**config.mk**
```make
export PLATFORM = sky130hd
export DESIGN_NAME = fighter_state_fsm
export DESIGN_NICKNAME = d
export VERILOG_FILES = /design/src/rtl/footsies_pkg.sv /design/src/rtl/frame_down_counter.sv /design/src/rtl/fighter_state_fsm.sv
export SDC_FILE = /design/constraint.sdc
export NUM_CORES = 1
export LEC_CHECK = 0
export CORE_UTILIZATION = 45
export DETAILED_ROUTE_END_ITERATION = 7
export GPL_ROUTABILITY_DRIVEN = 0
export GPL_TIMING_DRIVEN = 0
export PLACE_DENSITY_LB_ADDON = 0.2
export SYNTH_ARGS = -nofsm -noshare
export SYNTH_HDL_FRONTEND = slang
export SYNTH_SLANG_ARGS = --single-unit
```
**constraint.sdc**
```tcl
create_clock -name clk -period 2.4 [get_ports clk]
set_input_delay 0.72 -clock clk [delete_from_list [all_inputs] [get_ports clk]]
set_output_delay 0.72 -clock clk [all_outputs]
set_load 0.05 [all_outputs]
```
**src/rtl/footsies_pkg.sv**
```systemverilog
// Shared fighter definitions: 3-bit state codes (also decoded by the sprite renderer),
// frame counter width and the movement-resolution helper.
package footsies_pkg;

  localparam int FRAME_CNT_W = 5;

  localparam logic [2:0] S_IDLE            = 3'd0;
  localparam logic [2:0] S_BACKWARD        = 3'd1;
  localparam logic [2:0] S_FORWARD         = 3'd2;
  localparam logic [2:0] S_ATTACK_START    = 3'd3;
  localparam logic [2:0] S_ATTACK_ACTIVE   = 3'd4;
  localparam logic [2:0] S_ATTACK_RECOVERY = 3'd5;

  typedef enum logic [2:0] {
    ST_IDLE            = S_IDLE,
    ST_BACKWARD        = S_BACKWARD,
    ST_FORWARD         = S_FORWARD,
    ST_ATTACK_START    = S_ATTACK_START,
    ST_ATTACK_ACTIVE   = S_ATTACK_ACTIVE,
    ST_ATTACK_RECOVERY = S_ATTACK_RECOVERY
  } state_e;

  // Opposing directions cancel out to IDLE.
  function automatic state_e resolve_move(input logic left, input logic right);
    if (left && !right) return ST_BACKWARD;
    if (right && !left) return ST_FORWARD;
    return ST_IDLE;
  endfunction

endpackage

```
**src/rtl/frame_down_counter.sv**
```systemverilog
// Loadable down-counter for attack phase durations; one-clk update, priority clear > load > tick.
// Decrement saturates at zero; zero flag is combinational from the count register.
module frame_down_counter
  import footsies_pkg::*;
(
  input  logic                   clk,
  input  logic                   rst_n,
  input  logic                   tick,
  input  logic                   load,
  input  logic                   clear,
  input  logic [FRAME_CNT_W-1:0] load_val,
  output logic                   zero
);

  logic [FRAME_CNT_W-1:0] count;

  always_ff @(posedge clk or negedge rst_n) begin
    if (!rst_n) begin
      count <= '0;
    end else if (clear) begin
      count <= '0;
    end else if (load) begin
      count <= load_val;
    end else if (tick && (count != '0)) begin
      count <= count - 1'b1;
    end
  end

  assign zero = (count == '0);

endmodule

```
**src/rtl/fighter_state_fsm.sv**
```systemverilog
// Per-player fighter FSM: movement plus three-phase attack, advanced once per frame_tick.
// All outputs registered, valid the clk after the tick; no backpressure, ticks may arrive back-to-back.
module fighter_state_fsm
  import footsies_pkg::*;
#(
  parameter int START_FRAMES    = 4,
  parameter int ACTIVE_FRAMES   = 2,
  parameter int RECOVERY_FRAMES = 6
) (
  input  logic       clk,
  input  logic       rst_n,
  input  logic       frame_tick,
  input  logic       btn_left,
  input  logic       btn_right,
  input  logic       btn_attack,
  output logic [2:0] state,
  output logic       hit_active,
  output logic       attack_busy,
  output logic       attack_pulse
);

  localparam logic [FRAME_CNT_W-1:0] START_LD    = FRAME_CNT_W'(START_FRAMES - 1);
  localparam logic [FRAME_CNT_W-1:0] ACTIVE_LD   = FRAME_CNT_W'(ACTIVE_FRAMES - 1);
  localparam logic [FRAME_CNT_W-1:0] RECOVERY_LD = FRAME_CNT_W'(RECOVERY_FRAMES - 1);

  state_e                 state_q, state_nxt;
  logic                   attack_prev;
  logic                   attack_edge;
  logic                   cnt_load, cnt_dec, cnt_clr, cnt_zero;
  logic [FRAME_CNT_W-1:0] cnt_load_val;

  assign attack_edge = btn_attack & ~attack_prev;

  frame_down_counter u_cnt (
    .clk      (clk),
    .rst_n    (rst_n),
    .tick     (cnt_dec),
    .load     (cnt_load),
    .clear    (cnt_clr),
    .load_val (cnt_load_val),
    .zero     (cnt_zero)
  );

  always_comb begin
    state_nxt    = state_q;
    cnt_load     = 1'b0;
    cnt_load_val = '0;
    cnt_dec      = 1'b0;
    cnt_clr      = 1'b0;
    case (state_q)
      ST_IDLE, ST_BACKWARD, ST_FORWARD: begin
        if (frame_tick) begin
          if (attack_edge) begin
            state_nxt    = ST_ATTACK_START;
            cnt_load     = 1'b1;
            cnt_load_val = START_LD;
          end else begin
            state_nxt = resolve_move(btn_left, btn_right);
          end
        end
      end
      ST_ATTACK_START: begin
        if (frame_tick) begin
          if (!cnt_zero) begin
            cnt_dec = 1'b1;
          end else begin
            state_nxt    = ST_ATTACK_ACTIVE;
            cnt_load     = 1'b1;
            cnt_load_val = ACTIVE_LD;
          end
        end
      end
      ST_ATTACK_ACTIVE: begin
        if (frame_tick) begin
          if (!cnt_zero) begin
            cnt_dec = 1'b1;
          end else begin
            state_nxt    = ST_ATTACK_RECOVERY;
            cnt_load     = 1'b1;
            cnt_load_val = RECOVERY_LD;
          end
        end
      end
      ST_ATTACK_RECOVERY: begin
        if (frame_tick) begin
          if (!cnt_zero) begin
            cnt_dec = 1'b1;
          end else if (attack_edge) begin
            // A fresh press on the exit frame chains straight into a new attack.
            state_nxt    = ST_ATTACK_START;
            cnt_load     = 1'b1;
            cnt_load_val = START_LD;
          end else begin
            state_nxt = resolve_move(btn_left, btn_right);
          end
        end
      end
      default: begin
        // Codes 6/7 recover immediately, independent of frame_tick.
        state_nxt = ST_IDLE;
        cnt_clr   = 1'b1;
      end
    endcase
  end

  always_ff @(posedge clk or negedge rst_n) begin
    if (!rst_n) begin
      state_q      <= ST_IDLE;
      attack_prev  <= 1'b0;
      hit_active   <= 1'b0;
      attack_busy  <= 1'b0;
      attack_pulse <= 1'b0;
    end else begin
      state_q      <= state_nxt;
      if (frame_tick) attack_prev <= btn_attack;
      hit_active   <= (state_nxt == ST_ATTACK_ACTIVE);
      attack_busy  <= (state_nxt == ST_ATTACK_START) || (state_nxt == ST_ATTACK_ACTIVE) ||
                      (state_nxt == ST_ATTACK_RECOVERY);
      attack_pulse <= (state_nxt == ST_ATTACK_ACTIVE) && (state_q != ST_ATTACK_ACTIVE);
    end
  end

  assign state = state_q;

endmodule

```
Word-level counts from Yosys, hierarchy flattened
Index checks and enable logic that the tools add are counted.
- add/subtract/negate cells: 1
- equality and inequality tests: 10
- mux-type cells: 55
- bitwise logic cells: 2
- reductions and logical operators: 15
- operators by type and width (kind ; count):
    2-to-1 mux 3 bit ; 17
    2-to-1 mux 1 bit ; 28
    one-hot mux 3 bit (4 select lines) ; 2
    2-to-1 mux 5 bit ; 3
    == test 3 bit (second input constant) ; 4
    == test 3 x 2 -> 1 bit (second input constant) ; 3
    2-to-1 mux 2 bit ; 4
    OR reduction 3 bit ; 2
    OR reduction 6 bit ; 1
    logical NOT 5 bit ; 1
    nonzero test 5 bit ; 1
    subtractor 5 x 1 -> 5 bit (second input constant) ; 1
    logical AND 1 bit ; 4
    == test 3 x 1 -> 1 bit (second input constant) ; 1
    logical NOT 3 bit ; 1
    != test 3 x 1 -> 1 bit (second input constant) ; 1
    != test 3 bit (second input constant) ; 1
    one-hot mux 1 bit (3 select lines) ; 1
    logical NOT 1 bit ; 2
    logical OR 1 bit ; 2
    OR reduction 2 bit ; 1
    bitwise AND 1 bit ; 1
    inverter 1 bit ; 1
- register bits after elaboration: 12
- bits of input ports: 6
- output and inout port bits: 6
- logic and storage cells: 89

Logic depth before layout (Yosys ltp)
- word-level depth: 21
- gate-level depth with buffers: 7
- mapped depth without buffers: 7

Cells and area by module
A second synthesis with hierarchy kept.
- cells, all modules: 91
- area total of the unflattened synthesis: 872.1 µm²
- by module, submodules not included (module ; times used ; cells each ; area an instance (µm²) ; sequential area each (µm²)):
    fighter_state_fsm ; 1 ; 56 ; 520.5 ; 175.2
    frame_down_counter ; 1 ; 35 ; 351.6 ; 125.1

Worst setup path before layout
No wires, ideal clock.
- path type: input to register
- from: input frame_tick
- to: register u_cnt.count[4]
- setup time: 0.128 ns
- arrival: 1.910 ns
- data required time: 2.272 ns
- setup slack: 0.362 ns
- stages: 6
- path buffers: 1
- cells stage by stage: buf_4 -> inv_2 -> a211o_1 -> or4b_4 -> xor2_1 -> nor2_1
- longest elaborated chain between the ends: 4
- elaborated cells between the ends (all ways): 10
- those cells by class: 1 x eq/ne; 8 x mux; 1 x reduce/logical
- ends and longest elaborated chain (element ; RTL line ; text):
    start, declared ; fighter_state_fsm.sv:12 ; input logic frame_tick,
    2-to-1 mux 1 bit (on tied branches) ; n/a ;
    one-hot mux 1 bit (3 select lines) or 2-to-1 mux 1 bit (tied branches) ; n/a ;
    2-to-1 mux 5 bit or logical AND 1 bit (tied branches) ; frame_down_counter.sv:22, frame_down_counter.sv:24 ;
    2-to-1 mux 5 bit or != test 3 x 1 -> 1 bit (tied branches) ; n/a ;
    end signal, assigned ; frame_down_counter.sv:23 ; count <= load_val;
    end signal, assigned ; frame_down_counter.sv:25 ; count <= count - 1'b1;
    end, declared ; frame_down_counter.sv:15 ; logic [FRAME_CNT_W-1:0] count;
Parallel ways exist; a longest one is shown, timed or not.
A chain may end at the register's enable or synchronous reset.

Worst setup path after layout
- from: register state_q[2] (netlist: state[2])
- to: output state[2]
- RTL lines (element ; RTL line ; text):
    start, declared ; fighter_state_fsm.sv:26 ; state_e state_q, state_nxt;
    start signal, assigned ; fighter_state_fsm.sv:114 ; state_q <= state_nxt;
    end, declared ; fighter_state_fsm.sv:16 ; output logic [2:0] state,
No word-level cell between the ends.

==> results.json <==
{
  "status": "finished clean",
  "cts_tree": "built",
  "cp.arrival_ps": 1520,
  "ant_nets": 0,
  "r2r_start": "u_cnt.count[0]",
  "core_mm2": 0.00156,
  "vias_per_cell": 5.98,
  "clock_sinks": 12,
  "end_kind": "output pin",
  "cts_setup_buffers": 0,
  "seqPwrFrac": 0.321,
  "nets": 106,
  "rows": 14,
  "antennaDiodeCount": 0,
  "clk_latency_ps": 260,
  "synth_top_area_frac": 0.390,
  "drt_wl_total_mm": 1.60,
  "p_sw_mw": 0.514,
  "drv_slew": 0,
  "synthArstFlopShare": 1.00,
  "swShare": 0.470,
  "synthDominantAreaCellType": "dfrtp_1",
  "synth_fp_nets": 91,
  "slowest_delay_ps": 830,
  "fp.dieH_um": 43.4,
  "ys_seq_elements": 12,
  "yosysUniqueCellTypes": 32,
  "drt-initial-drc-count": 16,
  "maxCapViolCount": 0,
  "peakVddDrop_v": 0.000729,
  "yosysMostFrequentCell": "dfrtp_1",
  "cp-startpoint": "state[2]",
  "rsz0062_at_grt": "no",
  "cpMaxStageDelayCell": "clkdlybuf4s50_1",
  "synth_ff_type": "dfrtp_1",
  "cts_resized": 0,
  "antenna_found_initial": 0,
  "worstPathCellList": "clkdlybuf4s50_1",
  "synth.top_cells.by_count": "dfrtp_1, nor2_1, a21oi_1",
  "setup_ws_ps": 160,
  "die_w_um": 43.4,
  "fmax_mhz": 446,
  "finalSetupViolCount": 0,
  "synth_cells": 83,
  "ios": 12,
  "hold_viol_final": 0,
  "synthTopCellsByArea": "dfrtp_1, a21oi_1, nand2b_1, nor2_1, or4b_4",
  "critPathLaunchType": "flop",
  "wl_per_cell_um": 14.3,
  "finalClockSkew_ps": 4.74,
  "period_minus_slack_ps": 2240,
  "synth_area_um2": 771,
  "drc": 0,
  "powerDensity_mw_per_mm2": 1200,
  "fin_tns_setup_ps": 0,
  "synth-edff-count": 0,
  "hp-start": "attack_prev",
  "syn_area_per_cell_um2": 9.29,
  "port_buffers": 10,
  "cts_root_buf": "clkbuf_4",
  "cp_top_family": "buffers and inverters",
  "cts_hold_buffers": 0,
  "grt_max_degree": 13,
  "fp.dieArea_mm2": 0.00188,
  "dp_hpwl_mm": 1.21,
  "first_pass_iters": 5,
  "hold_class": "reg -> reg",
  "fin_crit_sh": 0.933,
  "start_util": 0.494,
  "drive_above_1_share": 0.115,
  "clock_path_buffers": 2,
  "worst_slew_pin_slew_ps": 502,
  "grt_pass1_vias": 645,
  "synth_warnings": 0,
  "critPathKind": "reg -> out",
  "dp_cells": 109,
  "htreeDepth": 1,
  "path_buf_inv": 1,
  "synth_seq_area_share": 0.390,
  "cts-buffers-inserted": 3,
  "worstPathMaxFanout": 6,
  "clockPowerShare": 0.103,
  "fin_cells": 112,
  "crit_required_ps": 1680,
  "syn_to_final_growth_pct": 18.5,
  "clkTransAtPathRegs_ps": 60,
  "internal_power_mw": 0.579,
  "total_leakage_power_nw": 0.403,
  "grt_overflow": 0,
  "p_comb_frac": 0.576,
  "maxSlewHeadroom": 0.664,
  "grt_pass1_wl_mm": 2.76,
  "grt_usage": 0.203,
  "pre_cts_ws_ps": 54.5,
  "vias": 670
}
[power by group through the flow]
stage	clock (mW)	sequential, mW	combinational, mW
after detailed placement	0	0.353	0.622
after global placement	0	0.348	0.617
after CTS	0.120	0.349	0.625
final	0.113	0.351	0.630
after global routing	0.129	0.359	0.694
after floorplan	0	0.439	0.371
[logic make-up (layout without fill, tap and decap cells)]
group | count (synthesis) | after routing | synth area share
and+or+nand+nor | 31 | 31 | 0.253
AOI/OAI and AO/OA | 23 | 23 | 0.208
DFF | 12 | 12 | 0.390
buffers and inverters | 10 | 23 | 0.0536
xor gates and xnor gates | 3 | 3 | 0.0341
adders and majority gates | 2 | 2 | 0.0325
muxes | 2 | 2 | 0.0292
[flip-flops by register name (all words and copies together) (netlist names)]
signal,count
u_cnt.count,5
state,3
attack_busy,1
attack_prev,1
attack_pulse,1
hit_active,1
[through the flow]
stage                     power [mW]   util  hold WS [ps]  cell area [um2]
final                           1.09  0.586           538              913
after global routing            1.18  0.586           562              913
after detailed placement       0.975  0.571           530              891
after floorplan                0.810      -           424              771
after CTS                       1.09  0.586           544              913
after global placement         0.965  0.571           504              891
[worst reg2reg max path, stage by stage (launching register included)]
cell and delay, ps:
dfrtp_1 390, inv_1 80, ha_1 210, nor4b_4 160
a211o_1 320, or4b_4 540, xor2_1 150, nor2_1 60
[worst paths after layout]
path	end	slack, ps	depth (start not counted)
max	state[2]	160	1
min	attack_prev	540	1
max reg2reg	u_cnt.count[4]	360	7
min reg2reg	attack_prev	540	1
max in group asynchronous	attack_busy	1290	1
min in group asynchronous	u_cnt.count[4]	780	1
[area by class of cell]
cell class / instances / area [um2]
multi-input combinational: 61 / 429
clock buffer: 3 / 22.5
sequential: 12 / 300
timing repair buffer: 10 / 100
inverter: 6 / 22.5
fill: 147 / 646
tap: 16 / 20.0
buffer: 4 / 18.8
[cells in the final DEF, fill, tap and decap left out, types with 2 or more instances in the layout]
cell type | netlist | layout
inv_1 | 5 | 5
xor2_1 | 2 | 2
a32oi_1 | 2 | 2
ha_1 | 2 | 2
nand3_1 | 3 | 3
dfrtp_1 | 12 | 12
or4b_4 | 2 | 2
clkdlybuf4s50_1 | 0 | 10
clkbuf_4 | 0 | 3
a211o_1 | 2 | 2
clkbuf_1 | 3 | 3
mux2_2 | 2 | 2
o22ai_1 | 2 | 2
nor2_1 | 8 | 8
nand2b_1 | 5 | 5
a21oi_1 | 7 | 7
nand2_1 | 5 | 5
nor2b_1 | 3 | 3
o21ai_0 | 3 | 3
[per-layer routing]
metal / GRT usage / vias to the layer above / part of all wire
met5: 0 / - / 0
met4: 0.138 / 0 / 0.017
met3: 0.0250 / 4 / 0.040
met2: 0.294 / 24 / 0.45
met1: 0.285 / 317 / 0.49
li1: - / 325 / -
Note: power is estimated with default switching activity, not from simulation.
